`src/rtl/inst_fetch_unit.sv`:
```
// rtl/inst_fetch_unit.sv - instruction fetch front end with a small {PC, INST} queue toward decode
// Redirects flush everything; a zero word from the ROM parks fetch until the next redirect.
module inst_fetch_unit #(
  parameter logic [31:0] RESET_PC = 32'h0000_0000,
  parameter int          DEPTH    = 2
) (
  input  logic        CLK,
  input  logic        RST,
  output logic [31:0] ADDR,
  input  logic [31:0] INST,
  output logic        OUT_VALID,
  input  logic        OUT_READY,
  output logic [31:0] OUT_PC,
  output logic [31:0] OUT_INST,
  input  logic        REDIRECT,
  input  logic [31:0] REDIRECT_PC,
  output logic        HALTED
);

  localparam int PW = (DEPTH > 1) ? $clog2(DEPTH) : 1;
  localparam int CW = PW + 1;

  typedef enum logic {
    S_RUN  = 1'b0,
    S_HALT = 1'b1
  } state_t;

  state_t        r_state;
  logic [31:0]   r_fetch_pc;
  logic [CW-1:0] r_count;
  logic [PW-1:0] r_rd_ptr;
  logic [PW-1:0] r_wr_ptr;
  logic          r_halted;
  logic [31:0]   r_pc_mem   [DEPTH];
  logic [31:0]   r_inst_mem [DEPTH];

  logic          w_full;
  logic          w_deq;
  logic          w_enq_ok;
  logic          w_zero_word;
  logic          w_write;
  logic [31:0]   w_redirect_pc;

  assign w_full        = (r_count == CW'(DEPTH));
  assign OUT_VALID     = (r_count != '0);
  assign w_deq         = OUT_VALID & OUT_READY & ~REDIRECT;
  // A full queue still accepts a new word when the head leaves in the same cycle.
  assign w_enq_ok      = (r_state == S_RUN) & ~REDIRECT & (~w_full | w_deq);
  assign w_zero_word   = (INST == 32'h0);
  assign w_write       = w_enq_ok & ~w_zero_word;
  assign w_redirect_pc = REDIRECT_PC & ~32'h3;

  assign ADDR     = r_fetch_pc;
  assign OUT_PC   = OUT_VALID ? r_pc_mem[r_rd_ptr]   : 32'h0;
  assign OUT_INST = OUT_VALID ? r_inst_mem[r_rd_ptr] : 32'h0;
  assign HALTED   = r_halted;

  always_ff @(posedge CLK or posedge RST) begin
    if (RST) begin
      r_state    <= S_RUN;
      r_fetch_pc <= RESET_PC;
      r_count    <= '0;
      r_rd_ptr   <= '0;
      r_wr_ptr   <= '0;
      r_halted   <= 1'b0;
      for (int i = 0; i < DEPTH; i++) begin
        r_pc_mem[i]   <= 32'h0;
        r_inst_mem[i] <= 32'h0;
      end
    end else if (REDIRECT) begin
      r_state    <= S_RUN;
      r_fetch_pc <= w_redirect_pc;
      r_count    <= '0;
      r_rd_ptr   <= '0;
      r_wr_ptr   <= '0;
      r_halted   <= 1'b0;
    end else begin
      if (w_deq) begin
        r_rd_ptr <= r_rd_ptr + PW'(1);
      end
      if (w_write) begin
        r_pc_mem[r_wr_ptr]   <= r_fetch_pc;
        r_inst_mem[r_wr_ptr] <= INST;
        r_wr_ptr             <= r_wr_ptr + PW'(1);
        r_fetch_pc           <= r_fetch_pc + 32'd4;
      end
      // Backpressure simply holds fetch_pc; the ROM is re-read next cycle.
      if (w_enq_ok && w_zero_word) begin
        r_state  <= S_HALT;
        r_halted <= 1'b1;
      end
      r_count <= r_count + CW'(w_write) - CW'(w_deq);
    end
  end

endmodule
```
`config.mk`:
```
export PLATFORM = sky130hd
export DESIGN_NAME = inst_fetch_unit
export DESIGN_NICKNAME = d
export VERILOG_FILES = /design/src/rtl/inst_fetch_unit.sv
export SDC_FILE = /design/constraint.sdc
export NUM_CORES = 1
export LEC_CHECK = 0
export BUFFER_PORTS_ARGS = -buffer_cell sky130_fd_sc_hd__buf_2
export CORE_MARGIN = 1
export CORE_UTILIZATION = 59
export CTS_CLUSTER_DIAMETER = 60
export DETAILED_ROUTE_END_ITERATION = 10
export PLACE_DENSITY = 0.85
export SLEW_MARGIN = 40
export SYNTH_ARGS = -nofsm -noshare
export SYNTH_HDL_FRONTEND = slang
export SYNTH_SLANG_ARGS = --single-unit
```
`constraint.sdc`:
```
create_clock -name CLK -period 14.65 [get_ports CLK]
set_clock_uncertainty 0.2 [all_clocks]
set_input_delay 2.1975 -clock CLK [delete_from_list [all_inputs] [get_ports CLK]]
set_output_delay 2.1975 -clock CLK [all_outputs]
set_load 0.02 [all_outputs]
```
==> reports/results.ini, run 1 <==
[clocking]
cts-root-buf=clkbuf_16
cts_buffers=17
cts_max_level=4
clock_latency_ns=0.42
cts_tree=yes
cts.sinks=159
cts_resized=0
hold_buffers=0
cts_setup_buffers=0
clockBufferDepth=2
clk_pin_slew_worst_paths_ns=0.06

[floorplanning]
core_area_um2=12800
rows=41
die_w_um=117
initial_core_util_pct=61.1
die_h_um=117
die-area_um2=13700
io_pins=166

[timing]
report.final.slew_viol_count=0
tightest_slew_ns=0.750
whs_ns=0.303
period_share_pct=34.3
fmax_mhz=199
hold_violations=0
setup_tns_ns=0
rsz0062_at_grt=no
slew_headroom_pct=50.0
layout_min_cycle_time_ns=5.02
setup_viol=0

[finish]
fin_cells=983
final_cell_mix=159 x buf_2, 158 x dfrtp_1, 121 x mux2_2, 80 x mux2i_1, 73 x nor2_1
final_core_util_pct=72.6
layout.nets=870
final_common_cell=buf_2
diodes=0
drive_above_1_share_pct=40.1
area_delta_synth_final_pct=18.8

[synthesis]
synth-main-ff-cell=dfrtp_1
synth-edff-count=0
synthTopCellsByArea=dfrtp_1 51%, mux2_2 17%, mux2i_1 10%, nor2_1 3.6%, a221o_1 2.4%
yosysTopAreaCellShare_pct=51.0
ys_types=41
synthCells=659
synth_area_um2=7810
post-synth-top-area-cell=dfrtp_1
synth-seq-cells=159
synth.yosys.seq_area_share_pct=51.0
yosys_warnings=0
synth-async-reset-ratio_pct=100
syn_area_per_cell_um2=11.8

[routing]
vias=5901
drc=0
wl_per_cell_um=18.9
antenna_left=0
wirelength_mm=18.6
viasPerCell=6.00
drtPass1Iterations=6
drt_iter0_markers=447

[grt]
grt_overflow=0
use_met3_pct=5.05
grt_pass1_wl_mm=29.4
first_global_vias=5756
grt_usage_pct=28.6
busiest_layer=met2
gr-usage-met1_pct=36.9
antenna_found_initial=0
grt_max_degree=85
grt_use_met2_pct=48.1

[placed_design]
place_inst=952
port_buffers=159
gp_congestion=0.801
dp_hpwl_mm=12.4

[power]
p_leak_uw=0.00411
power_density_nw_per_um2=182
seq_power_share_pct=40.3
total_power_uw=1690
switchingPower_uw=589
p_comb_share_pct=34.2
swShare_pct=34.9
clkPwrFrac_pct=25.5
p_int_uw=1100
vdd_drop_max_mv=0.0882

[worst_setup_path]
reg2reg_depth=6
worst_ep_arrival_time_ns=5.13
startpoint_type=input pin
end_kind=flop
required_ns=14.76
worst-setup-path-type=input pin to flop
worstPathMaxFanout=38

[worst_hold_path]
hold_path_class=flop to flop
whs_path_depth=1

[flow_run]
drv_cap=0

[status]
status=complete, no violations

==> synth_stat cells (3+ instances only) <==
library cell,instances
a221o_1,19
nor4_1,22
nand2_1,18
o21ai_0,17
inv_1,11
clkbuf_1,18
mux2_1,5
nor2_1,74
dfrtp_1,159
buf_2,13
xor2_1,3
nand3_1,15
o31a_1,4
o211ai_1,3
mux2i_1,80
and4_1,3
nor3_1,15
buf_4,11
mux2_2,121
buf_1,5
ha_1,3
nand4_1,9
nor3b_1,5
==> path summary, 6_finish.rpt <==
check	startpoint	endpoint	slack [ns]
worst min register to register	r_inst_mem[27]	r_inst_mem[27]	0.30
worst max register to register	r_count[1]	r_inst_mem[12]	11.61
worst max-delay path	INST[3]	r_inst_mem[12]	9.63
min in group asynchronous	RST	r_inst_mem[11]	1.69
worst min-delay path	r_inst_mem[27]	r_inst_mem[27]	0.30
max in group asynchronous	RST	r_rd_ptr	11.33
==> stage by stage <==
| stage | instance area, µm² | worst slack (ns) |
|---|---|---|
| after floorplan | 7820 | 7.96 |
| after global placement | 8640 | 8.91 |
| after detailed placement | 8690 | 9.19 |
| after CTS | 9270 | 9.63 |
| after global routing | 9270 | 9.49 |
| final | 9270 | 9.63 |
==> per-layer routing <==
| layer | share of wire (%) | vias up | wire length [µm] |
|---|---|---|---|
| met4 | 2.3 | 0 | 436 |
| met2 | 49 | 262 | 9200 |
| met5 | 0 | - | 0 |
| met3 | 6.5 | 34 | 1210 |
| li1 | - | 2672 | - |
| met1 | 42 | 2933 | 7780 |
==> layout make-up <==
cell class                 count  area (µm²)
sequential                   159        3980
inverter                      11        46.3
multi-input combinational    444        3570
tap                          172         215
timing repair buffer         166         877
clock inverter                 6        82.6
fill                         879        3500
clock buffer                  25         495
==> worst max-delay path: stages <==
cell     delay (ns)
buf_2          0.11
nor4_1         0.45
nand4_1        0.34
o21a_4         0.46
nand2_2        0.54
buf_4          0.59
mux2_2         0.41
==> power by group through the flow <==
stage               Clock, µW  Combinational, µW  Sequential (µW)
floorplan                   0                415              660
global placement            0                535              684
detailed placement          0                577              684
CTS                       437                581              678
global route              453                629              696
finish                    430                577              679
==> sequential cells by signal (all words and copies together), names as in the netlist <==
register    cells
HALTED          1
r_pc_mem       60
r_rd_ptr        1
r_count         2
r_wr_ptr        1
ADDR           30
r_inst_mem     64
==> cells by family after synthesis <==
logic type	after synthesis	share of synthesized area, %
mux	206	28.4
other cells	1	0.0480
flops	159	51.0
simple gates	175	10.8
compound gates	52	5.13
fa+ha+maj	3	0.481
buf+inv	59	3.67
xor+xnor	4	0.449
(Power assumes the default switching activity.)
==> run 2, diff against run 1 <==
- ABC_AREA: not set -> 1
- CORE_UTILIZATION: 59 -> 50
- PLACE_DENSITY: 0.85 -> 0.76
- clock period: 14.65 -> 4.2 ns (I/O delays scaled with it)
==> run 2 against run 1 <==
  * Area after synthesis increased by 7.0%
  * Count of clock-buffer cells in the layout decreased by 6
  * Flip-flop and latch count unchanged
==> reports/results.ini, run 2 <==
[clocking]
cts_tree=yes
cts-root-buf=clkbuf_16
cts.sinks=159  ; unchanged
cts_setup_buffers=0  ; unchanged
clk_pin_slew_worst_paths_ns=0.06  ; about the same
clock_latency_ns=0.43  ; about the same
cts_buffers=17  ; unchanged
hold_buffers=0  ; unchanged
cts_max_level=4  ; unchanged
clockBufferDepth=2  ; unchanged
cts_resized=0  ; unchanged

[grt]
grt_overflow=0  ; unchanged
antenna_found_initial=0  ; unchanged
grt_max_degree=116  ; +36%
grt_usage_pct=27.3  ; -1.3 points
first_global_vias=7477  ; +30%
grt_pass1_wl_mm=37.8  ; +29%

[routing]
drt_iter0_markers=780  ; +74%
wirelength_mm=23.2  ; +24%
vias=8227  ; +39%
drtPass1Iterations=5  ; -1
wl_per_cell_um=15.2  ; -20%
viasPerCell=5.39  ; -10%
antenna_left=0  ; unchanged
drc=0  ; unchanged

[finish]
fin_cells=1525  ; +55%
top_register=r_inst_mem
fillers=1548  ; +76%
final_common_cell=nand2_1
drive_above_1_share_pct=16.7  ; -23 points
diodes=0  ; unchanged
seq_area_um2=3980  ; about the same
largest_reg_flops=64  ; unchanged
multiInputGateArea_um2=3950  ; +11%
final_cell_mix=553 x nand2_1, 185 x nand3_1, 159 x buf_2, 157 x dfrtp_1, 71 x nor2_1
layout.nets=1368  ; +57%
area_delta_synth_final_pct=17.1

[worst_setup_path]
end_kind=primary output
worstPathMaxFanout=33  ; -13%
r2r-start=ADDR[2]
worst_ep_arrival_time_ns=2.26  ; -2.87 ns
worst-setup-path-type=flop to primary output
crit_start=r_rd_ptr
startpoint_type=flop
required_ns=3.37  ; -11.39 ns

[placed_design]
port_buffers=159  ; unchanged
place_inst=1494  ; +57%
gp_congestion=0.887  ; +11%
dp_hpwl_mm=14.3  ; +16%

[floorplanning]
die-area_um2=17200  ; +26%
rows=46  ; +12%
die_w_um=131  ; +12%
io_pins=166  ; unchanged
core_area_um2=16100  ; +26%
initial_core_util_pct=51.8  ; -9.3 points
die_h_um=131  ; +12%

[timing]
setup_tns_ns=0  ; unchanged
period_share_pct=73.5
report.final.slew_viol_count=0  ; unchanged
rsz0062_at_grt=no
setup_viol=0  ; unchanged
slew_headroom_pct=48.1  ; -1.9 points
hold_violations=0  ; unchanged
layout_min_cycle_time_ns=3.09
fmax_mhz=324
tightest_slew_ns=0.778  ; +0.0288 ns

[synthesis]
synth-seq-cells=159  ; unchanged
syn_area_per_cell_um2=7.10  ; -40%
synth_area_um2=8350  ; +7.0%
synth-main-ff-cell=dfrtp_1
synth.most_common_cell=nand2_1
synth.yosys.seq_area_share_pct=47.6  ; -3.3 points
yosys_warnings=0  ; unchanged
synth-edff-count=0  ; unchanged
synthCells=1176  ; +78%
netlist_top_cells_count=555 x nand2_1, 185 x nand3_1, 159 x dfrtp_1
post-synth-top-area-cell=dfrtp_1
ys_types=23  ; -44%
synthTopCellsByArea=dfrtp_1 48%, nand2_1 25%, nand3_1 11%, a21oi_1 3.8%, nor2_1 3.2%
synth-async-reset-ratio_pct=100  ; unchanged
yosysTopAreaCellShare_pct=47.6  ; -3.3 points

[status]
status=complete, no violations

[worst_hold_path]
hold_path_class=input pin to asynchronous set/reset pin

[flow_run]
drv_cap=0  ; unchanged

[power]
p_leak_uw=0.00517  ; +26%
vdd_drop_max_mv=0.410  ; +360%
power_density_nw_per_um2=755  ; +310%

==> run 2: where the power goes <==
group | total [µW] | internal [µW] | leakage [µW] | switching (µW)
combinational | 3190 | 977 | 0.00295 | 2210
sequential | 2720 | 2200 | 0.00196 | 520
clock | 1470 | 864 | 0.000268 | 611
total | 7380 | 4040 | 0.00517 | 3340
==> run 2: routing by layer <==
metal	vias to the layer above	share of wire, %	track usage [%]
li1	3988	-	-
met1	3866	44	37.6
met2	336	48	44.5
met3	37	6.3	4.63
met4	0	1.6	7.69
met5	-	0	0
==> run 2: worst paths after layout <==
kind,endpoint,slack (ns),cells past startpoint
worst max-delay path,OUT_INST[21],1.11,5
worst min-delay path,r_inst_mem[23],0.15,3
worst max register to register,ADDR[24],1.82,10
worst min register to register,r_pc_mem[54],0.27,2
max in group asynchronous,r_pc_mem[36],3.12,3
min in group CLK,ADDR[20],0.21,3
==> run 2: logic make-up after synthesis <==
logic type                 synth area share, %
and+or+nand+nor                           40.9
DFF                                       47.6
buffers and inverters                     5.39
AOI/OAI and AO/OA                         4.31
xor gates and xnor gates                  1.26
adders and majority gates                0.449
other                                   0.0449
==> run 2: stage by stage <==
step | total power [µW] | utilization (%) | instance area [µm²] | setup WS [ns] | hold slack (ns)
2_1_floorplan | 4900 | - | 8370 | 1.36 | 0.242
3_3_place_gp | 5830 | 57.2 | 9230 | 1.44 | 0.253
3_5_place_dp | 5910 | 57.2 | 9230 | 1.47 | 0.258
4_1_cts | 7390 | 60.7 | 9780 | 1.11 | 0.204
5_1_grt | 7890 | 60.7 | 9780 | 0.997 | 0.226
6_report | 7380 | 60.7 | 9780 | 1.11 | 0.150
==> run 2: cell type report <==
cell class                 count  area share, %
clock inverter                12           1.24
timing repair buffer         176           9.57
tap                          216           2.76
multi-input combinational    921           40.4
clock buffer                  19           4.43
sequential                   159           40.7
inverter                      22          0.883
==> run 2: critical path, stage by stage, from the launching register on <==
cell and delay, ns:
dfrtp_2 0.40, inv_2 0.47, buf_4 0.45, nand2_1 0.09
a21oi_1 0.18, buf_2 0.20
==> run 3, diff against run 2 <==
- CORE_UTILIZATION: 50 -> 56
- PLACE_DENSITY: 0.76 -> 0.81
- clock period: 4.2 -> 3.2 ns (I/O delays scaled with it)
==> run 3 against run 2 <==
  * Combinational power rose by 31%
  * Largest cell class unchanged
  * Highest routed layer unchanged
  * Via count increased by 0.86%
  * Critical path type unchanged
  * Utilization rose by 7.8 points
  * Critical path depth decreased by 1
  * Register-to-register slack got worse by 1.2 ns
  * Flip-flop and latch count is the same
  * Sequential power grew 34%
  * Non-clock buffer count rose by 9
  * Global-route usage grew 4.1 points
  * Total power rose by 36%
==> reports/results.ini, run 3 (synthesized netlist as in run 2, its figures left out) <==
[status]
status=complete, no violations

[grt]
grt_max_degree=65  ; -44%
grt_pass1_wl_mm=37.1  ; -1.9%
grt_usage_pct=31.4  ; +4.1 points
antenna_found_initial=0  ; unchanged
grt_overflow=0  ; unchanged
first_global_vias=7664  ; +2.5%

[routing]
drt_iter0_markers=931  ; +19%
drtPass1Iterations=6  ; +1
wl_per_cell_um=15.5  ; +1.9%
drc=0  ; unchanged
viasPerCell=5.52  ; +2.3%
antenna_left=0  ; unchanged
wirelength_mm=23.3  ; +0.42%
vias=8298  ; +0.86%

[finish]
multiInputGateArea_um2=3950  ; unchanged
fillers=1248  ; -19%
layout.nets=1377  ; +0.66%
area_delta_synth_final_pct=19.1
final_common_cell=nand2_1
final_core_util_pct=68.4  ; +7.8 points
largest_reg_flops=64  ; unchanged
drive_above_1_share_pct=17.3  ; +0.56 points
diodes=0  ; unchanged
seq_area_um2=3980  ; unchanged
final_cell_mix=553 x nand2_1, 185 x nand3_1, 159 x buf_2, 157 x dfrtp_1, 71 x nor2_1
top_register=r_inst_mem

[floorplanning]
rows=44  ; -4.3%
die_w_um=124  ; -5.4%
core_area_um2=14500  ; -9.8%
io_pins=166  ; unchanged
initial_core_util_pct=57.5  ; +5.6 points
die_h_um=124  ; -5.4%
die-area_um2=15400  ; -11%

[timing]
hold_violations=0  ; unchanged
setup_viol=0  ; unchanged
report.final.slew_viol_count=0  ; unchanged
slew_headroom_pct=49.0  ; +0.93 points
period_share_pct=85.9
layout_min_cycle_time_ns=2.75
fin_ws_ns=0.450  ; -0.663 ns
setup_tns_ns=0  ; unchanged
whs_ns=0.0647  ; -0.0852 ns
rsz0062_at_grt=no
fmax_mhz=364
tightest_slew_ns=0.764  ; -0.0140 ns

[placed_design]
dp_hpwl_mm=15.1  ; +5.3%
gp_congestion=0.948  ; +6.9%
port_buffers=159  ; unchanged
dp_worst_setup_slack_ns=0.522  ; -0.945 ns

[worst_setup_path]
worstPathMaxFanout=64  ; +94%
required_ns=2.52  ; -0.85 ns
startpoint_type=flop
worst-setup-path-type=flop to primary output
worst_ep_arrival_time_ns=2.07  ; -0.19 ns
end_kind=primary output

[clocking]
clock_latency_ns=0.43  ; about the same
cts_max_level=4  ; unchanged
cts_buffers=17  ; unchanged
clk_pin_slew_worst_paths_ns=0.06  ; about the same
cts_setup_buffers=0  ; unchanged
cts.sinks=159  ; unchanged
cts-root-buf=clkbuf_16
cts_tree=yes
clockBufferDepth=2  ; unchanged

[flow_run]
drv_cap=0  ; unchanged

[power]
power_density_nw_per_um2=1010  ; +34%
p_leak_uw=0.00528  ; +2.1%
total_power_uw=10100  ; +36%
vdd_drop_max_mv=0.536  ; +31%

[worst_hold_path]
hold_path_class=input pin to flop

-- run 3: area by class of cell --
| class | instances | share of cell area, % |
|---|---|---|
| Clock buffer | 21 | 4.63 |
| Clock inverter | 11 | 1.87 |
| Inverter | 22 | 0.868 |
| Multi-Input combinational cell | 921 | 39.7 |
| Sequential cell | 159 | 40.0 |
| Tap cell | 184 | 2.31 |
| Timing Repair Buffer | 185 | 10.6 |
-- run 3: final timing paths --
check | start | end | slack, ns | cells past startpoint
min in group asynchronous | RST | r_inst_mem[56] | 0.42 | 3
worst max register to register | r_count[0] | r_inst_mem[5] | 0.65 | 10
max in group asynchronous | RST | r_pc_mem[6] | 1.63 | 5
worst min-delay path | REDIRECT_PC[15] | ADDR[15] | 0.06 | 3
worst max-delay path | r_count[1] | OUT_PC[17] | 0.45 | 4
worst min register to register | r_inst_mem[52] | r_inst_mem[52] | 0.27 | 2
-- run 3: timing repair --
action / CTS / global route
hold endpoints to repair: 13 / 0
setup endpoints to repair: 0 / 0
resized for setup: 0 / 0
hold buffers: 1 / 0
-- run 3: layer usage --
layer  global-route usage, %  vias to the layer above  routed length, µm
li1                        -                     4002                  -
met1                    40.8                     3931               9910
met2                    52.7                      332              11400
met3                    4.72                       33               1490
met4                    12.3                        0                471
met5                       0                        -                  0
-- run 3: power breakdown --
part           internal (µW)  switching [µW]  total (µW)
Sequential              2880             751        3640
Clock                   1420             817        2240
Combinational           1330            2860        4180
Total                   5630            4420       10100
-- run 3: through the flow --
stage / instances / cell area, µm²
2_1_floorplan: 1179 / 8370
3_3_place_gp: 1468 / 9240
3_5_place_dp: 1470 / 9290
4_1_cts: 1503 / 9950
5_1_grt: 1503 / 9950
6_report: 1503 / 9950
-- run 3: worst max-delay path: stages, from the launching register on --
cell and delay [ns]:
dfrtp_1 0.43, nor2_4 0.13, buf_4 0.63, a21oi_1 0.22
buf_2 0.23
